**config.mk**
```make
export PLATFORM = sky130hd
export DESIGN_NAME = alarm_entry_ctrl_flat
export DESIGN_NICKNAME = d
export VERILOG_FILES = /design/src/rtl/alarm_pkg.sv /design/src/rtl/alarm_entry_ctrl_if.sv /design/src/rtl/alarm_entry_ctrl_bcd_digit_check.sv /design/src/rtl/alarm_entry_ctrl.sv /design/src/flat_wrapper.sv
export SDC_FILE = /design/constraint.sdc
export NUM_CORES = 1
export LEC_CHECK = 0
export CORE_AREA = 2 2 85 87
export CTS_CLUSTER_SIZE = 10
export DETAILED_ROUTE_END_ITERATION = 7
export DIE_AREA = 0 0 87 89
export PLACE_DENSITY = 0.51
export SETUP_SLACK_MARGIN = 0.02
export SLEW_MARGIN = 20
export SYNTH_ARGS = -nofsm -noshare
export SYNTH_HDL_FRONTEND = slang
export SYNTH_SLANG_ARGS = --single-unit
export TNS_END_PERCENT = 20
```
**constraint.sdc**
```tcl
create_clock -name clk -period 5.1 [get_ports clk]
set_input_delay 0.765 -clock clk [delete_from_list [all_inputs] [get_ports clk]]
set_output_delay 0.765 -clock clk [all_outputs]
set_load 0.02 [all_outputs]
```
**src/rtl/alarm_pkg.sv**
```systemverilog
// Shared encodings and BCD limits for the alarm-clock keypad entry path.
package alarm_pkg;

    typedef enum logic [1:0] {
        MODE_DISP = 2'd0,
        MODE_SETT = 2'd1,
        MODE_SETA = 2'd2,
        MODE_DISA = 2'd3
    } mode_t;

    typedef enum logic [2:0] {
        ST_IDLE,
        ST_H1,
        ST_H2,
        ST_M1,
        ST_M2
    } entry_state_t;

    localparam logic [3:0] HR_TENS_MAX        = 4'd2;
    localparam logic [3:0] HR_UNITS_MAX_AT_20 = 4'd3;
    localparam logic [3:0] MIN_TENS_MAX       = 4'd5;
    localparam logic [3:0] DIGIT_MAX          = 4'd9;

endpackage

```
**src/rtl/alarm_entry_ctrl_if.sv**
```systemverilog
// Keypad-side and commit-side signal bundle of alarm_entry_ctrl.
interface alarm_entry_ctrl_if #(
    parameter int NUM_ALARMS = 4,
    parameter int IDX_W      = 2
);
    logic [1:0]            mode;
    logic [IDX_W-1:0]      alarm_sel;
    logic                  key_valid;
    logic [3:0]            key_num;
    logic                  enable_display;
    logic [NUM_ALARMS-1:0] alarm_en;
    logic                  set_time;
    logic                  set_alarm;
    logic [IDX_W-1:0]      alarm_idx;
    logic [7:0]            hr_out;
    logic [7:0]            min_out;
    logic                  entry_err;

    modport master (
        output mode, alarm_sel, key_valid, key_num,
        input  enable_display, alarm_en, set_time, set_alarm, alarm_idx,
               hr_out, min_out, entry_err
    );

    modport slave (
        input  mode, alarm_sel, key_valid, key_num,
        output enable_display, alarm_en, set_time, set_alarm, alarm_idx,
               hr_out, min_out, entry_err
    );
endinterface

```
**src/rtl/alarm_entry_ctrl_bcd_digit_check.sv**
```systemverilog
// Range check of one keyed BCD digit against 24-hour HH:MM limits.
module bcd_digit_check
    import alarm_pkg::*;
(
    input  entry_state_t pos,
    input  logic [3:0]   digit,
    input  logic [3:0]   hr_tens,
    output logic         valid
);

    always_comb begin
        valid = 1'b0;
        case (pos)
            ST_H1:   valid = (digit <= HR_TENS_MAX);
            // hours 20..23 only: units digit limited once tens is 2
            ST_H2:   valid = (hr_tens == HR_TENS_MAX) ? (digit <= HR_UNITS_MAX_AT_20)
                                                      : (digit <= DIGIT_MAX);
            ST_M1:   valid = (digit <= MIN_TENS_MAX);
            ST_M2:   valid = (digit <= DIGIT_MAX);
            default: valid = 1'b0;
        endcase
    end

endmodule

```
**src/rtl/alarm_entry_ctrl.sv**
```systemverilog
// Four-digit HH:MM keypad entry sequencer committing to the timekeeper or an alarm slot.
// Optional build macro ENTRY_TIMEOUT_EN aborts an entry after TIMEOUT_CYC idle cycles.
module alarm_entry_ctrl
    import alarm_pkg::*;
#(
    parameter int NUM_ALARMS  = 4,
    parameter int IDX_W       = 2,
    parameter int TIMEOUT_CYC = 1000
) (
    input logic               clk,
    input logic               reset,
    alarm_entry_ctrl_if.slave bus
);

    if (NUM_ALARMS > (1 << IDX_W) || NUM_ALARMS < 1 || TIMEOUT_CYC < 2) begin : g_bad_cfg
        $error("alarm_entry_ctrl: inconsistent parameters");
    end

    entry_state_t          state, state_d;
    mode_t                 kind, kind_d, mode_cur;
    logic [IDX_W-1:0]      slot, slot_d;
    logic [3:0]            h1, h1_d, h2, h2_d, m1, m1_d;
    logic                  disp, disp_d;
    logic [NUM_ALARMS-1:0] en, en_d;
    logic                  st, st_d, sa, sa_d, err, err_d;
    logic [IDX_W-1:0]      idx, idx_d;
    logic [7:0]            hr, hr_d, mn, mn_d;
    logic [NUM_ALARMS-1:0] sel_mask, slot_mask;
    logic                  sel_ok, dig_ok, timeout;

    assign mode_cur = mode_t'(bus.mode);

    // One-hot decode; an out-of-range alarm_sel decodes to all zeros
    always_comb begin
        sel_mask  = '0;
        slot_mask = '0;
        for (int i = 0; i < NUM_ALARMS; i++) begin
            sel_mask[i]  = (bus.alarm_sel == IDX_W'(i));
            slot_mask[i] = (slot == IDX_W'(i));
        end
    end
    assign sel_ok = |sel_mask;

    bcd_digit_check u_check (
        .pos     (state),
        .digit   (bus.key_num),
        .hr_tens (h1),
        .valid   (dig_ok)
    );

`ifdef ENTRY_TIMEOUT_EN
    localparam int TO_W = $clog2(TIMEOUT_CYC) + 1;
    logic [TO_W-1:0] to_cnt;

    // Held at zero in IDLE, so entry start clears it implicitly
    always_ff @(posedge clk or posedge reset) begin
        if (reset)                                   to_cnt <= '0;
        else if (state == ST_IDLE || bus.key_valid)  to_cnt <= '0;
        else                                         to_cnt <= to_cnt + 1'b1;
    end
    assign timeout = (state != ST_IDLE) && (to_cnt == TO_W'(TIMEOUT_CYC - 1));
`else
    assign timeout = 1'b0;
`endif

    always_comb begin
        state_d = state;
        kind_d  = kind;
        slot_d  = slot;
        h1_d    = h1;
        h2_d    = h2;
        m1_d    = m1;
        en_d    = en;
        st_d    = 1'b0;
        sa_d    = 1'b0;
        err_d   = 1'b0;
        idx_d   = idx;
        hr_d    = hr;
        mn_d    = mn;
        case (state)
            ST_IDLE: begin
                case (mode_cur)
                    MODE_SETT: begin
                        state_d = ST_H1;
                        kind_d  = MODE_SETT;
                        slot_d  = bus.alarm_sel;
                    end
                    MODE_SETA: begin
                        if (sel_ok) begin
                            state_d = ST_H1;
                            kind_d  = MODE_SETA;
                            slot_d  = bus.alarm_sel;
                        end else begin
                            err_d = 1'b1;
                        end
                    end
                    MODE_DISA: en_d = en & ~sel_mask;
                    default: ;
                endcase
            end
            default: begin
                // Mode change beats a same-cycle key, a key beats timeout
                if (mode_cur != kind) begin
                    state_d = ST_IDLE;
                    err_d   = 1'b1;
                end else if (bus.key_valid) begin
                    if (!dig_ok) begin
                        state_d = ST_IDLE;
                        err_d   = 1'b1;
                    end else begin
                        case (state)
                            ST_H1: begin h1_d = bus.key_num; state_d = ST_H2; end
                            ST_H2: begin h2_d = bus.key_num; state_d = ST_M1; end
                            ST_M1: begin m1_d = bus.key_num; state_d = ST_M2; end
                            default: begin
                                state_d = ST_IDLE;
                                hr_d    = {h1, h2};
                                mn_d    = {m1, bus.key_num};
                                if (kind == MODE_SETA) begin
                                    sa_d  = 1'b1;
                                    idx_d = slot;
                                    en_d  = en | slot_mask;
                                end else begin
                                    st_d = 1'b1;
                                end
                            end
                        endcase
                    end
                end else if (timeout) begin
                    state_d = ST_IDLE;
                    err_d   = 1'b1;
                end
            end
        endcase
        disp_d = (state_d == ST_IDLE);
    end

    always_ff @(posedge clk or posedge reset) begin
        if (reset) begin
            state <= ST_IDLE;
            kind  <= MODE_DISP;
            slot  <= '0;
            h1    <= '0;
            h2    <= '0;
            m1    <= '0;
            disp  <= 1'b1;
            en    <= '1;
            st    <= 1'b0;
            sa    <= 1'b0;
            err   <= 1'b0;
            idx   <= '0;
            hr    <= 8'h00;
            mn    <= 8'h00;
        end else begin
            state <= state_d;
            kind  <= kind_d;
            slot  <= slot_d;
            h1    <= h1_d;
            h2    <= h2_d;
            m1    <= m1_d;
            disp  <= disp_d;
            en    <= en_d;
            st    <= st_d;
            sa    <= sa_d;
            err   <= err_d;
            idx   <= idx_d;
            hr    <= hr_d;
            mn    <= mn_d;
        end
    end

    assign bus.enable_display = disp;
    assign bus.alarm_en       = en;
    assign bus.set_time       = st;
    assign bus.set_alarm      = sa;
    assign bus.alarm_idx      = idx;
    assign bus.hr_out         = hr;
    assign bus.min_out        = mn;
    assign bus.entry_err      = err;

endmodule

```
**src/flat_wrapper.sv**
```systemverilog
// flat-port wrapper written by rule: the top's interface ports become plain ports
module alarm_entry_ctrl_flat import alarm_pkg::*;
#(
    parameter int NUM_ALARMS  = 4,
    parameter int IDX_W       = 2,
    parameter int TIMEOUT_CYC = 1000
)
  (clk, reset, bus_mode, bus_alarm_sel, bus_key_valid, bus_key_num, bus_enable_display, bus_alarm_en, bus_set_time, bus_set_alarm, bus_alarm_idx, bus_hr_out, bus_min_out, bus_entry_err);
  alarm_entry_ctrl_if #(.NUM_ALARMS(NUM_ALARMS), .IDX_W(IDX_W)) bus_i ();
  input logic clk;
  input logic reset;
  input wire logic [$bits(bus_i.mode)-1:0] bus_mode;
  input wire logic [$bits(bus_i.alarm_sel)-1:0] bus_alarm_sel;
  input wire logic [$bits(bus_i.key_valid)-1:0] bus_key_valid;
  input wire logic [$bits(bus_i.key_num)-1:0] bus_key_num;
  output wire logic [$bits(bus_i.enable_display)-1:0] bus_enable_display;
  output wire logic [$bits(bus_i.alarm_en)-1:0] bus_alarm_en;
  output wire logic [$bits(bus_i.set_time)-1:0] bus_set_time;
  output wire logic [$bits(bus_i.set_alarm)-1:0] bus_set_alarm;
  output wire logic [$bits(bus_i.alarm_idx)-1:0] bus_alarm_idx;
  output wire logic [$bits(bus_i.hr_out)-1:0] bus_hr_out;
  output wire logic [$bits(bus_i.min_out)-1:0] bus_min_out;
  output wire logic [$bits(bus_i.entry_err)-1:0] bus_entry_err;
  assign bus_i.mode = bus_mode;
  assign bus_i.alarm_sel = bus_alarm_sel;
  assign bus_i.key_valid = bus_key_valid;
  assign bus_i.key_num = bus_key_num;
  assign bus_enable_display = bus_i.enable_display;
  assign bus_alarm_en = bus_i.alarm_en;
  assign bus_set_time = bus_i.set_time;
  assign bus_set_alarm = bus_i.set_alarm;
  assign bus_alarm_idx = bus_i.alarm_idx;
  assign bus_hr_out = bus_i.hr_out;
  assign bus_min_out = bus_i.min_out;
  assign bus_entry_err = bus_i.entry_err;
  alarm_entry_ctrl #(.NUM_ALARMS(NUM_ALARMS), .IDX_W(IDX_W), .TIMEOUT_CYC(TIMEOUT_CYC)) u_core (.clk(clk), .reset(reset), .bus(bus_i));
endmodule
```
Yosys cells after proc, flatten, opt, wreduce, memory -nomap -nowiden
Cells that the tools add are included.
{ "word_totals": {"word_cells": 99, "register_bits": 45} }
{ "classes": {"n_lt_le_gt_ge": 4, "n_mux": 38, "reduce_logical": 17, "eq_ne": 20, "n_bitwise": 6} }
{ "ops": {"columns": ["cell", "count"], "rows": [
  ["2-to-1 mux 4 bit", 7],
  ["AND reduction 5 bit", 4],
  ["2-to-1 mux 1 bit", 19],
  ["2-to-1 mux 3 bit", 5],
  ["equality test 2 bit, second input constant", 7],
  ["AND reduction 6 bit", 2],
  ["one-hot mux 3 bit (3 select lines)", 1],
  ["<= comparator 4 x 2 -> 1 bit, second input constant", 2],
  ["one-hot mux 2 bit (2 select lines)", 2],
  ["nonzero test 2 bit", 4],
  ["equality test 2 x 1 -> 1 bit, second input constant", 3],
  ["equality test 3 x 2 -> 1 bit, second input constant", 2],
  ["zero test 3 bit", 2],
  ["one-hot mux 3 bit (2 select lines)", 1],
  ["AND 4 bit", 1],
  ["equality test 4 x 2 -> 1 bit, second input constant", 1],
  ["<= comparator 4 x 3 -> 1 bit, second input constant", 1],
  ["<= comparator 4 bit, second input constant", 1],
  ["zero test 2 bit", 2],
  ["2-to-1 mux 2 bit", 2],
  ["!= test 2 x 1 -> 1 bit, second input constant", 2],
  ["!= test 2 bit, second input constant", 2],
  ["NOT 4 bit", 1],
  ["bitwise OR 4 bit", 1],
  ["8 further kinds", 10]
]} }

Longest topological paths before layout
{ "logic_depth": {"word_depth": 8, "ltp_mapped": 6, "mapped_depth_nobuf": 5} }

Modules after synthesis
From an unflattened synthesis, not the netlist that was laid out.
{ "unflattened": {"hier_cells": 157, "area_unflattened_um2": 2030.7} }
{ "modules_own_cells": {"columns": ["mod", "instances", "cells_each", "area_per_inst_um2"], "rows": [
  ["alarm_entry_ctrl", 1, 145, 1955.6],
  ["bcd_digit_check", 1, 12, 75.1]
]} }

Worst setup path before layout
No wires, ideal clock.
{ "synth_timing": {"path_kind": "in2reg", "startpoint": "in bus_mode[0]", "endpoint": "reg u_core.slot[1]", "path_buffers": 0, "t_arrival_ns": 1.946, "setup_time_ns": 0.125, "path_stages": 4, "setup_slack_ns": 3.029, "required_ns": 4.975, "cell_sequence": "inv_1 > ha_1 > nor4_2 > mux2_2"} }
{ "synth_via": {"elab_chain_len": 3} }
{ "synth_lines": {"columns": ["element", "line", "text"], "rows": [
  ["start: declaration", "flat_wrapper.sv:12", "input wire logic [$bits(bus_i.mode)-1:0] bus_mode;"],
  ["equality test 2 bit or equality test 2 x 1 -> 1 bit (tied branches)", "alarm_entry_ctrl.sv:82", "case (mode_cur)"],
  ["!= test 2 x 1 -> 1 bit (no line) or nonzero test 2 bit (tied branches)", null, null],
  ["AND reduction 3 bit (no line)", null, null],
  ["end signal: assignment", "alarm_entry_ctrl.sv:157", "slot <= slot_d;"],
  ["end: declaration", "alarm_entry_ctrl.sv:21", "logic [IDX_W-1:0] slot, slot_d;"]
]} }
Several ways; a longest one is shown, not always the timed one.
A chain may end at the register's enable or synchronous reset.

Final worst setup path
Same ends and word-level chain as after synthesis.

==> qor.txt <==
HP Start - u_core.h2[2]
Initial antenna violation count - 0
Area grow syn2layout - 27.8%
Final worst path period share - 0.493
First-pass GRT wire length - 6.47 mm
Final setup fails - 0
Status - finished, final reports clean
Met1 WL - 1.77 mm
Seq/Total Area, Yosys - 0.573
DR iter-0 viols - 55
CTS Hold Bufs - 0
Skew final - 0.00919 ns
CP Capture Type - flip-flop
Tot GR Track Use - 0.107
Synth top cells by count - dfrtp_1 (40), mux2_2 (19), inv_1 (7), mux2_1 (7), nand2_1 (7)
Worst endpoint data arrival time - 2.70 ns
Initial Utilization - 0.294
Critical-path maximum fanout - 7
Synth cell types - 39
Async S/R FF share, synth - 1.00
Crit path launch type - input pin
Synth top area cells - dfrtp_1 (51%), mux2_2 (11%), dfstp_2 (6.6%)
GR Overflow Total - 0
Clock latency on the worst-skew pair - 0.30 ns
EDFF count, synth - 0
Clock sink count - 45
NumNets Final - 201
Routability Congestion - 0.823
Root buffer cell - clkbuf_8
Synth Register Bits - 45
# IOs - 37
Net Count, Synth - 161
Worst Reg-to-Reg Cells - 5
Worst hold path type - flip-flop to flip-flop
Wire length per cell - 14.3 um
Die X - 87 um
Critical Path Sink - u_core.slot[1]
Area of the core - 0.00672 sq mm
CTS buffer count - 5
VDD IR max - 0.174 mV
Max Root-Sink Buffers - 2
Rows - 30
Dpl hpwl - 2.76 mm
IO Port Bufs - 36
# fillers - 643
Post-synthesis cell count - 148
Mapped Area - 0.00198 sq mm
CP startpoint - bus_mode[0]
Clk pin slew, worst setup/hold paths - 0.08 ns
Die area - 0.00774 sq mm
Leading area contributor after synthesis - dfrtp_1
Detail Route Antenna Nets - 0
Worst r2r src - u_core.state[1]
Top_reg_cell synth - dfrtp_1
Time the worst path needs with I/O delays and setup - 2.51 ns
Post-cts sizing count - 0
Mean Syn Cell Area - 13.3 sq um
Die Ht - 89 um
Critical path start-end classification - input pin to flip-flop
# DRC - 0
Total Power - 778 uW
Vias in the first global route - 1374
Postcts setup bufs - 0
Layout cells sized above 1 - 0.238
Setup tns final - 0 ns
Slew @ Worst Pin - 0.622 ns
Top Layer Used - met4
CTS H-tree lvls - 2
Avg Vias per Cell - 4.84
Largest net degree at the start of global routing - 46
Drt pass-1 iters - 4
Via Count - 1302
Yosys synthesis warning count - 0
PwrDens - 308 mW/mm^2
Wire length on met2 - 1.80 mm
LEAKAGE - 1.13 nW
FF-to-FF End - u_core.h2[1]
Hold violation count in the final report - 0
FF-to-FF setup slack - 3.11 ns
Worst rel slew slack - 0.582
Max frequency - 0.398 GHz
Crit path required time - 5.29 ns
Final WL - 3.84 mm
Diodes inserted - 0
Max-slew violations - 0
CTS tree - done
Max Cap Viol - 0
Area share of the largest cell type after synthesis - 0.507
Most common cell in the netlist - dfrtp_1
RSZ-0062 raised after global routing - no
WL met3 - 208 um
[report_power, final]
group	total (mW)	switching, mW	internal [mW]
combinational	0.104	0.0589	0.0451
sequential	0.406	0.0253	0.380
clock	0.268	0.121	0.147
[critical path: stages]
cell and delay, ns:
clkdlybuf4s50_1 0.55, inv_1 0.07, ha_1 0.32, nor4_2 0.60, mux2_2 0.40
[cells by family after synthesis]
group                      Yosys count  share of synthesized area
AOI/OAI and AO/OA                   25                     0.0849
xor gates and xnor gates             2                     0.0127
adders and majority gates            2                     0.0127
buffers and inverters               11                     0.0304
DFF                                 45                      0.573
muxes                               27                      0.156
and+or+nand+nor                     36                      0.130
[placed cells by master (no fill, tap or decap), types with 3 or more instances in the layout]
| cell type | instances |
|---|---|
| dfrtp_1 | 40 |
| clkdlybuf4s50_1 | 36 |
| mux2_2 | 19 |
| mux2_1 | 7 |
| nand2_1 | 7 |
| o21ai_0 | 6 |
| inv_1 | 6 |
| a21oi_1 | 6 |
| nor2_1 | 5 |
| clkbuf_8 | 5 |
| dfstp_2 | 5 |
| nor2b_1 | 4 |
| nand4_1 | 3 |
| nor4_4 | 3 |
| o21a_1 | 3 |
[layer usage]
layer  global-route usage  vias up
li1                     -      609
met1                0.134      653
met2                0.176       34
met3               0.0295        6
met4               0.0469        0
met5                    0        -
[registers in the layout, indices dropped and copies added (netlist names)]
name	count
u_core.bus.hr_out	8
u_core.h1	4
u_core.state	3
u_core.kind	2
u_core.bus.alarm_en	4
u_core.bus.set_alarm	1
u_core.slot	2
u_core.bus.min_out	8
u_core.bus.set_time	1
u_core.m1	4
u_core.bus.alarm_idx	2
u_core.bus.enable_display	1
u_core.bus.entry_err	1
u_core.h2	4
[stage by stage]
step / hold WS, ns / std cells / cell area [sq um] / utilization / worst slack [ns]
final: 0.494 / 269 / 2520 / 0.376 / 2.59
after global routing: 0.510 / 269 / 2520 / 0.376 / 2.44
after CTS: 0.497 / 269 / 2520 / 0.376 / 2.54
after detailed placement: 0.477 / 261 / 2410 / 0.359 / 2.21
after global placement: 0.465 / 261 / 2410 / 0.359 / 2.22
after floorplan: 0.452 / 148 / 1980 / - / 3.03
[worst min path at each step]
stage	endpoint	slack, ns	cells after the start
4_1_cts	u_core.h2[3]	0.50	1
5_1_grt	u_core.h2[2]	0.51	1
2_1_floorplan	u_core.h2[0]	0.45	1
6_report	u_core.h2[2]	0.49	1
3_3_place_gp	u_core.h2[0]	0.46	1
3_5_place_dp	u_core.h2[3]	0.48	1
[layout make-up]
type                            instances  area, sq um  share of cell area
Multi-Input combinational cell         92          783               0.310
Timing Repair Buffer                   37          368               0.146
Clock buffer                            5         68.8              0.0273
Clock inverter                          3         46.3              0.0183
Inverter                                7         26.3              0.0104
Tap cell                               80          100              0.0396
Sequential cell                        45         1130               0.448
No activity file was read; power rests on OpenSTA's default activity.
